[config.mk]
export PLATFORM = sky130hd
export DESIGN_NAME = dsp_mac_sequencer
export DESIGN_NICKNAME = d
export VERILOG_FILES = /design/src/rtl/dsp_mac_sequencer.sv
export SDC_FILE = /design/constraint.sdc
export NUM_CORES = 1
export LEC_CHECK = 0
export CORE_MARGIN = 3
export CORE_UTILIZATION = 35
export CTS_CLUSTER_SIZE = 30
export DETAILED_ROUTE_END_ITERATION = 8
export PLACE_DENSITY_LB_ADDON = 0.08
export SYNTH_ARGS = -nofsm -noshare
export SYNTH_HDL_FRONTEND = slang
export SYNTH_SLANG_ARGS = --single-unit
[constraint.sdc]
create_clock -name clk -period 2.03 [get_ports clk]
set_input_delay 0.203 -clock clk [delete_from_list [all_inputs] [get_ports clk]]
set_output_delay 0.203 -clock clk [all_outputs]
set_load 0.005 [all_outputs]
[src/rtl/dsp_mac_sequencer.sv]
// dsp_mac_sequencer: drives a single DSP slice as a signed dot-product engine.
// Accepts a job length, streams operand pairs into the slice, tags each pair so the
// multiply/accumulate controls line up with the slice pipeline, and returns the
// accumulated sum once the last product has been folded into the slice result.
// Optional build macro: DSP_MAC_PERF_EN adds busy/stall performance counters.
module dsp_mac_sequencer #(
  parameter int unsigned DWIDTH = 16,
  parameter int unsigned LEN_W  = 8
) (
  input  logic              clk,
  input  logic              reset,
  input  logic              cfg_valid,
  output logic              cfg_ready,
  input  logic [LEN_W-1:0]  cfg_len,
  input  logic              in_valid,
  output logic              in_ready,
  input  logic [DWIDTH-1:0] in_a,
  input  logic [DWIDTH-1:0] in_b,
  output logic              out_valid,
  input  logic              out_ready,
  output logic [DWIDTH-1:0] out_data,
  output logic              busy,
  output logic [DWIDTH-1:0] dsp_ax,
  output logic [DWIDTH-1:0] dsp_ay,
  output logic [DWIDTH-1:0] dsp_az,
  output logic              dsp_carry_in,
  output logic              dsp_multiply,
  output logic              dsp_accumulate,
  input  logic [DWIDTH-1:0] dsp_result
`ifdef DSP_MAC_PERF_EN
  ,
  output logic [31:0]       perf_busy_cycles,
  output logic [31:0]       perf_stall_cycles
`endif
);

  typedef enum logic [1:0] {
    S_IDLE,
    S_RUN,
    S_DRAIN,
    S_DONE
  } state_t;

  // Per-pair tag travelling alongside the slice pipeline.
  typedef struct packed {
    logic v;
    logic first;
    logic last;
  } tag_t;

  state_t             state_q;
  logic [LEN_W-1:0]   len_q;
  logic [LEN_W-1:0]   idx_q;
  logic               drained_q;
  logic [DWIDTH-1:0]  out_data_q;
  tag_t               tag0_q, tag1_q;
  tag_t               tag0_d;

  logic               fire;
  logic               last_pair;

  assign in_ready  = (state_q == S_RUN);
  assign fire      = in_valid & in_ready;
  assign last_pair = (idx_q == (len_q - LEN_W'(1)));

  assign cfg_ready = (state_q == S_IDLE);
  assign out_valid = (state_q == S_DONE);
  assign busy      = (state_q != S_IDLE);
  assign out_data  = out_data_q;

  // Slice operand ports: zero operands on non-fire cycles make a zero product,
  // which the accumulate control then folds in harmlessly as a bubble.
  assign dsp_ax       = '0;
  assign dsp_ay       = fire ? in_a : '0;
  assign dsp_az       = fire ? in_b : '0;
  assign dsp_carry_in = 1'b0;

  // Controls are taken from stage1, which lines up with the slice product register.
  assign dsp_multiply   = tag1_q.v & tag1_q.first;
  assign dsp_accumulate = ~(tag1_q.v & tag1_q.first);

  // Next tag entering stage0: describes the pair firing this cycle, empty otherwise.
  always_comb begin
    tag0_d       = '0;
    tag0_d.v     = fire;
    tag0_d.first = fire & (idx_q == '0);
    tag0_d.last  = fire & last_pair;
  end

  // Two-stage tag shift register tracking pairs through the slice.
  always_ff @(posedge clk) begin
    if (reset) begin
      tag0_q <= '0;
      tag1_q <= '0;
    end else begin
      tag0_q <= tag0_d;
      tag1_q <= tag0_q;
    end
  end

  // Job sequencing FSM: accept config, count pairs, drain the slice, hold the result.
  always_ff @(posedge clk) begin
    if (reset) begin
      state_q    <= S_IDLE;
      len_q      <= '0;
      idx_q      <= '0;
      drained_q  <= 1'b0;
      out_data_q <= '0;
    end else begin
      case (state_q)
        S_IDLE: begin
          if (cfg_valid) begin
            idx_q     <= '0;
            drained_q <= 1'b0;
            if (cfg_len == '0) begin
              out_data_q <= '0;
              state_q    <= S_DONE;
            end else begin
              len_q   <= cfg_len;
              state_q <= S_RUN;
            end
          end
        end
        S_RUN: begin
          if (fire) begin
            idx_q <= idx_q + LEN_W'(1);
            if (last_pair) begin
              state_q <= S_DRAIN;
            end
          end
        end
        S_DRAIN: begin
          // The last-tagged entry leaving stage1 means the slice result is final
          // after that edge; it is captured one edge later.
          if (drained_q) begin
            out_data_q <= dsp_result;
            drained_q  <= 1'b0;
            state_q    <= S_DONE;
          end else if (tag1_q.v && tag1_q.last) begin
            drained_q <= 1'b1;
          end
        end
        S_DONE: begin
          if (out_ready) begin
            state_q <= S_IDLE;
          end
        end
        default: state_q <= S_IDLE;
      endcase
    end
  end

`ifdef DSP_MAC_PERF_EN
  logic [31:0] perf_busy_q;
  logic [31:0] perf_stall_q;

  assign perf_busy_cycles  = perf_busy_q;
  assign perf_stall_cycles = perf_stall_q;

  // Saturating counters: cycles spent busy, and RUN cycles starved of input.
  always_ff @(posedge clk) begin
    if (reset) begin
      perf_busy_q  <= '0;
      perf_stall_q <= '0;
    end else begin
      if (busy && (perf_busy_q != '1)) begin
        perf_busy_q <= perf_busy_q + 32'd1;
      end
      if ((state_q == S_RUN) && !in_valid && (perf_stall_q != '1)) begin
        perf_stall_q <= perf_stall_q + 32'd1;
      end
    end
  end
`endif

endmodule

==> summary.md <==
| Metric | Value |
|---|---|
| Outcome | finished clean |
| Nature of the critical path startpoint | primary input |
| Placed insts | 490 |
| Max cap viols | 0 |
| WL/cell | 14.2 um |
| Layout cell share with drive strength beyond 1 | 0.134 |
| First-pass GRT wire length | 10.9 mm |
| Placed Area | 0.00364 sq mm |
| Setup CP Type | in2reg |
| Yosys reg bits | 41 |
| Post-route DRC | 0 |
| IO Pins | 132 |
| N_diodes | 0 |
| Overall global routing resource usage | 0.180 |
| Worst Tran Pin Value | 0.594 ns |
| DP HPWL | 5.30 mm |
| Dpl ws | -0.279 ns |
| DR iter-0 viols | 48 |
| CTS tree | yes |
| Reg clk slew, reported paths | 0.09 ns |
| EDFF count, synth | 0 |
| # nets final | 493 |
| Clock Tree Buf Depth | 2 |
| Buf+Inv Stages, Crit Path | 3 |
| Final-layout fill cell count | 568 |
| Cell variety after synth | 37 |
| Critical Path End Type | flop |
| Worst Path Required | 2.20 ns |
| Cell Chain, Critical Path | clkdlybuf4s50_1 -> or4_4 -> nor2_4 -> nand2_1 -> a211oi_4 -> buf_6 -> clkbuf_16 -> nand2b_1 -> a21oi_1 |
| 1st-pass router iterations | 4 |
| Worst Setup Slack, final | 0.0526 ns |
| Global route overflow | 0 |
| Buffers on Ports | 114 |
| Worst-case clock skew | 0.00354 ns |
| Tmin final | 1.98 ns |
| Max_slew headroom | 0.603 |
| Hold_sp | tag0_q[0] |
| Die extent in x | 87.7 um |
| P_leak | 1.67 nW |
| Syn Inst Count | 292 |
| Final Cycle Share | 0.974 |
| Register area share after synthesis | 0.351 |
| DR vias/cell | 4.76 |
| Avg Synthesized Cell Area | 8.01 sq um |
| Peak supply drop | 0.000391 V |
| Fin cells | 503 |
| Fin area | 0.00393 sq mm |
| Die area | 0.00770 sq mm |
| Top delay family on crit path | simple AND/OR/NAND/NOR gates |
| Cell taking the most area after synthesis | dfxtp_1 |
| Die H | 87.7 um |
| Worst path slowest cell | or4_4 |
| Final Max Slew Viols | 0 |
| Main flop type after synthesis | dfxtp_1 |
| Peak Freq | 0.506 GHz |
| Top post-synthesis cells by area | dfxtp_1 (35%), and3_1 (9.1%), buf_4 (6.1%), nand2b_1 (5.9%), a21oi_1 (5.1%) |
| CP max stage delay | 0.57 ns |
| GP Congestion | 0.810 |
| Sink Count | 41 |
| Initial core utilization | 0.364 |
| Largest net degree at the start of global routing | 33 |
| Synth top cells by count | dfxtp_1 (41), and3_1 (34), nor2_1 (32) |
| Netlist Area Pre-Place | 0.00234 sq mm |
| Row cnt | 29 |
| Setup TNS | 0 ns |
| Power Density | 828 mW/mm^2 |
| Crit path DAT | 2.14 ns |
| Worst-Skew Late Latency | 0.30 ns |
| Vias in the first global route | 2159 |
| Final Hold Viols | 0 |
| Hold slack | 0.437 ns |
| CP startpoint | cfg_len[5] |
| Number of buffers created by CTS | 5 |
| Final setup viols | 0 |
| Count leader, synth | dfxtp_1 |
| H-tree level count | 2 |
| Post-DRT Antenna Nets | 0 |
| RR Startpoint | len_q[0] |
| Async SR Flop Fraction | 0 |
| Synth-to-Final Area Change | 67.9% |
| Worst R2R Setup Slack | 0.11 ns |
| Root buffer cell | clkbuf_8 |
| Final wirelength | 7.12 mm |
| Core area | 0.00642 sq mm |
| # hold bufs at CTS | 0 |
| Crit Path Max Fanout | 16 |
| Antenna violations before repair | 0 |
| Vias after detailed routing | 2395 |
| Synth top area share | 0.351 |
| Syn. warnings | 0 |
| Hold Crit Class | reg2reg |
-- report_power, final --
| part | switching, mW | internal (mW) | total (mW) | leakage [nW] |
|---|---|---|---|---|
| Combinational | 0.714 | 0.952 | 1.67 | 1.28 |
| Sequential | 0.0434 | 0.860 | 0.903 | 0.332 |
| Clock | 0.314 | 0.368 | 0.682 | 0.0543 |
| Total | 1.07 | 2.18 | 3.25 | 1.67 |
-- per-stage QoR --
step	util	power, mW
after global placement	0.567	2.27
after global routing	0.611	3.46
after floorplan	-	1.66
final	0.611	3.25
after CTS	0.589	3.02
after detailed placement	0.567	2.29
-- state kept, by name, indices dropped and copies added (netlist names) --
signal and cells:
drained_q 1, idx_q 8, len_q 8, out_data 16, state_q 2, tag0_q 3, tag1_q 3
-- path summary, 6_finish.rpt --
path,depth (start not counted),to
max,9,out_data[3]
max reg2reg,8,state_q[0]
min,1,tag1_q[0]
min reg2reg,1,tag1_q[0]
-- logic make-up after synthesis --
group / synth area share
adder cells (fa/ha/maj): 0.0375
multiplexers: 0.0353
AND/OR/NAND/NOR: 0.317
XOR/XNOR: 0.0524
buffers and inverters: 0.104
AO/OA/AOI/OAI: 0.102
other: 0.00160
flip-flops: 0.351
-- placed cells by master, fill, tap and decap left out, drive strengths merged, types with 2 or more instances in the layout --
master           n
conb            17
nor2            32
and4b            2
o21ai            2
clkdlybuf4s50  113
mux2             2
clkbuf           7
nand4            2
nor2b            5
mux2i            6
nand2b          22
inv              9
xnor2            4
o21bai           2
xor2            10
dfxtp           41
nand3           20
a21oi           24
nor4             2
a31oi            2
buf             30
nor3             4
a211oi           3
nand2            9
a41oi            2
and3            34
or4              2
ha               7
-- timing repair --
action,in CTS,in global routing
setup buffers,0,3
setup endpoints to repair,28,60
gates resized for setup,5,20
pin swaps,0,6
cloned,0,2
endpoints found under the hold margin,0,0
-- final cells by class --
cell class,instances,area [sq um],area share
flip-flops and latches,41,822,0.209
inverters,9,33.8,0.00860
clock inverters,3,46.3,0.0118
well taps,77,96.3,0.0245
clock buffers,5,68.8,0.0175
multi-input cells,222,1400,0.358
repair buffers,146,1460,0.371
-- worst reg2reg max path: stages, from the launching register on --
cell and delay, ns:
dfxtp_1 0.35, inv_1 0.06, ha_2 0.21, xnor2_1 0.12
and4b_1 0.18, a41oi_1 0.18, nand2_1 0.15, a31oi_4 0.21
mux2_2 0.35
-- per-layer routing --
layer	wire length [um]	global-route usage	up-vias
met5	0	0	-
met2	3550	0.305	58
met4	84	0.0460	0
li1	-	-	1238
met1	3170	0.231	1091
met3	322	0.0433	8
Note: power is estimated with default switching activity, not from simulation.
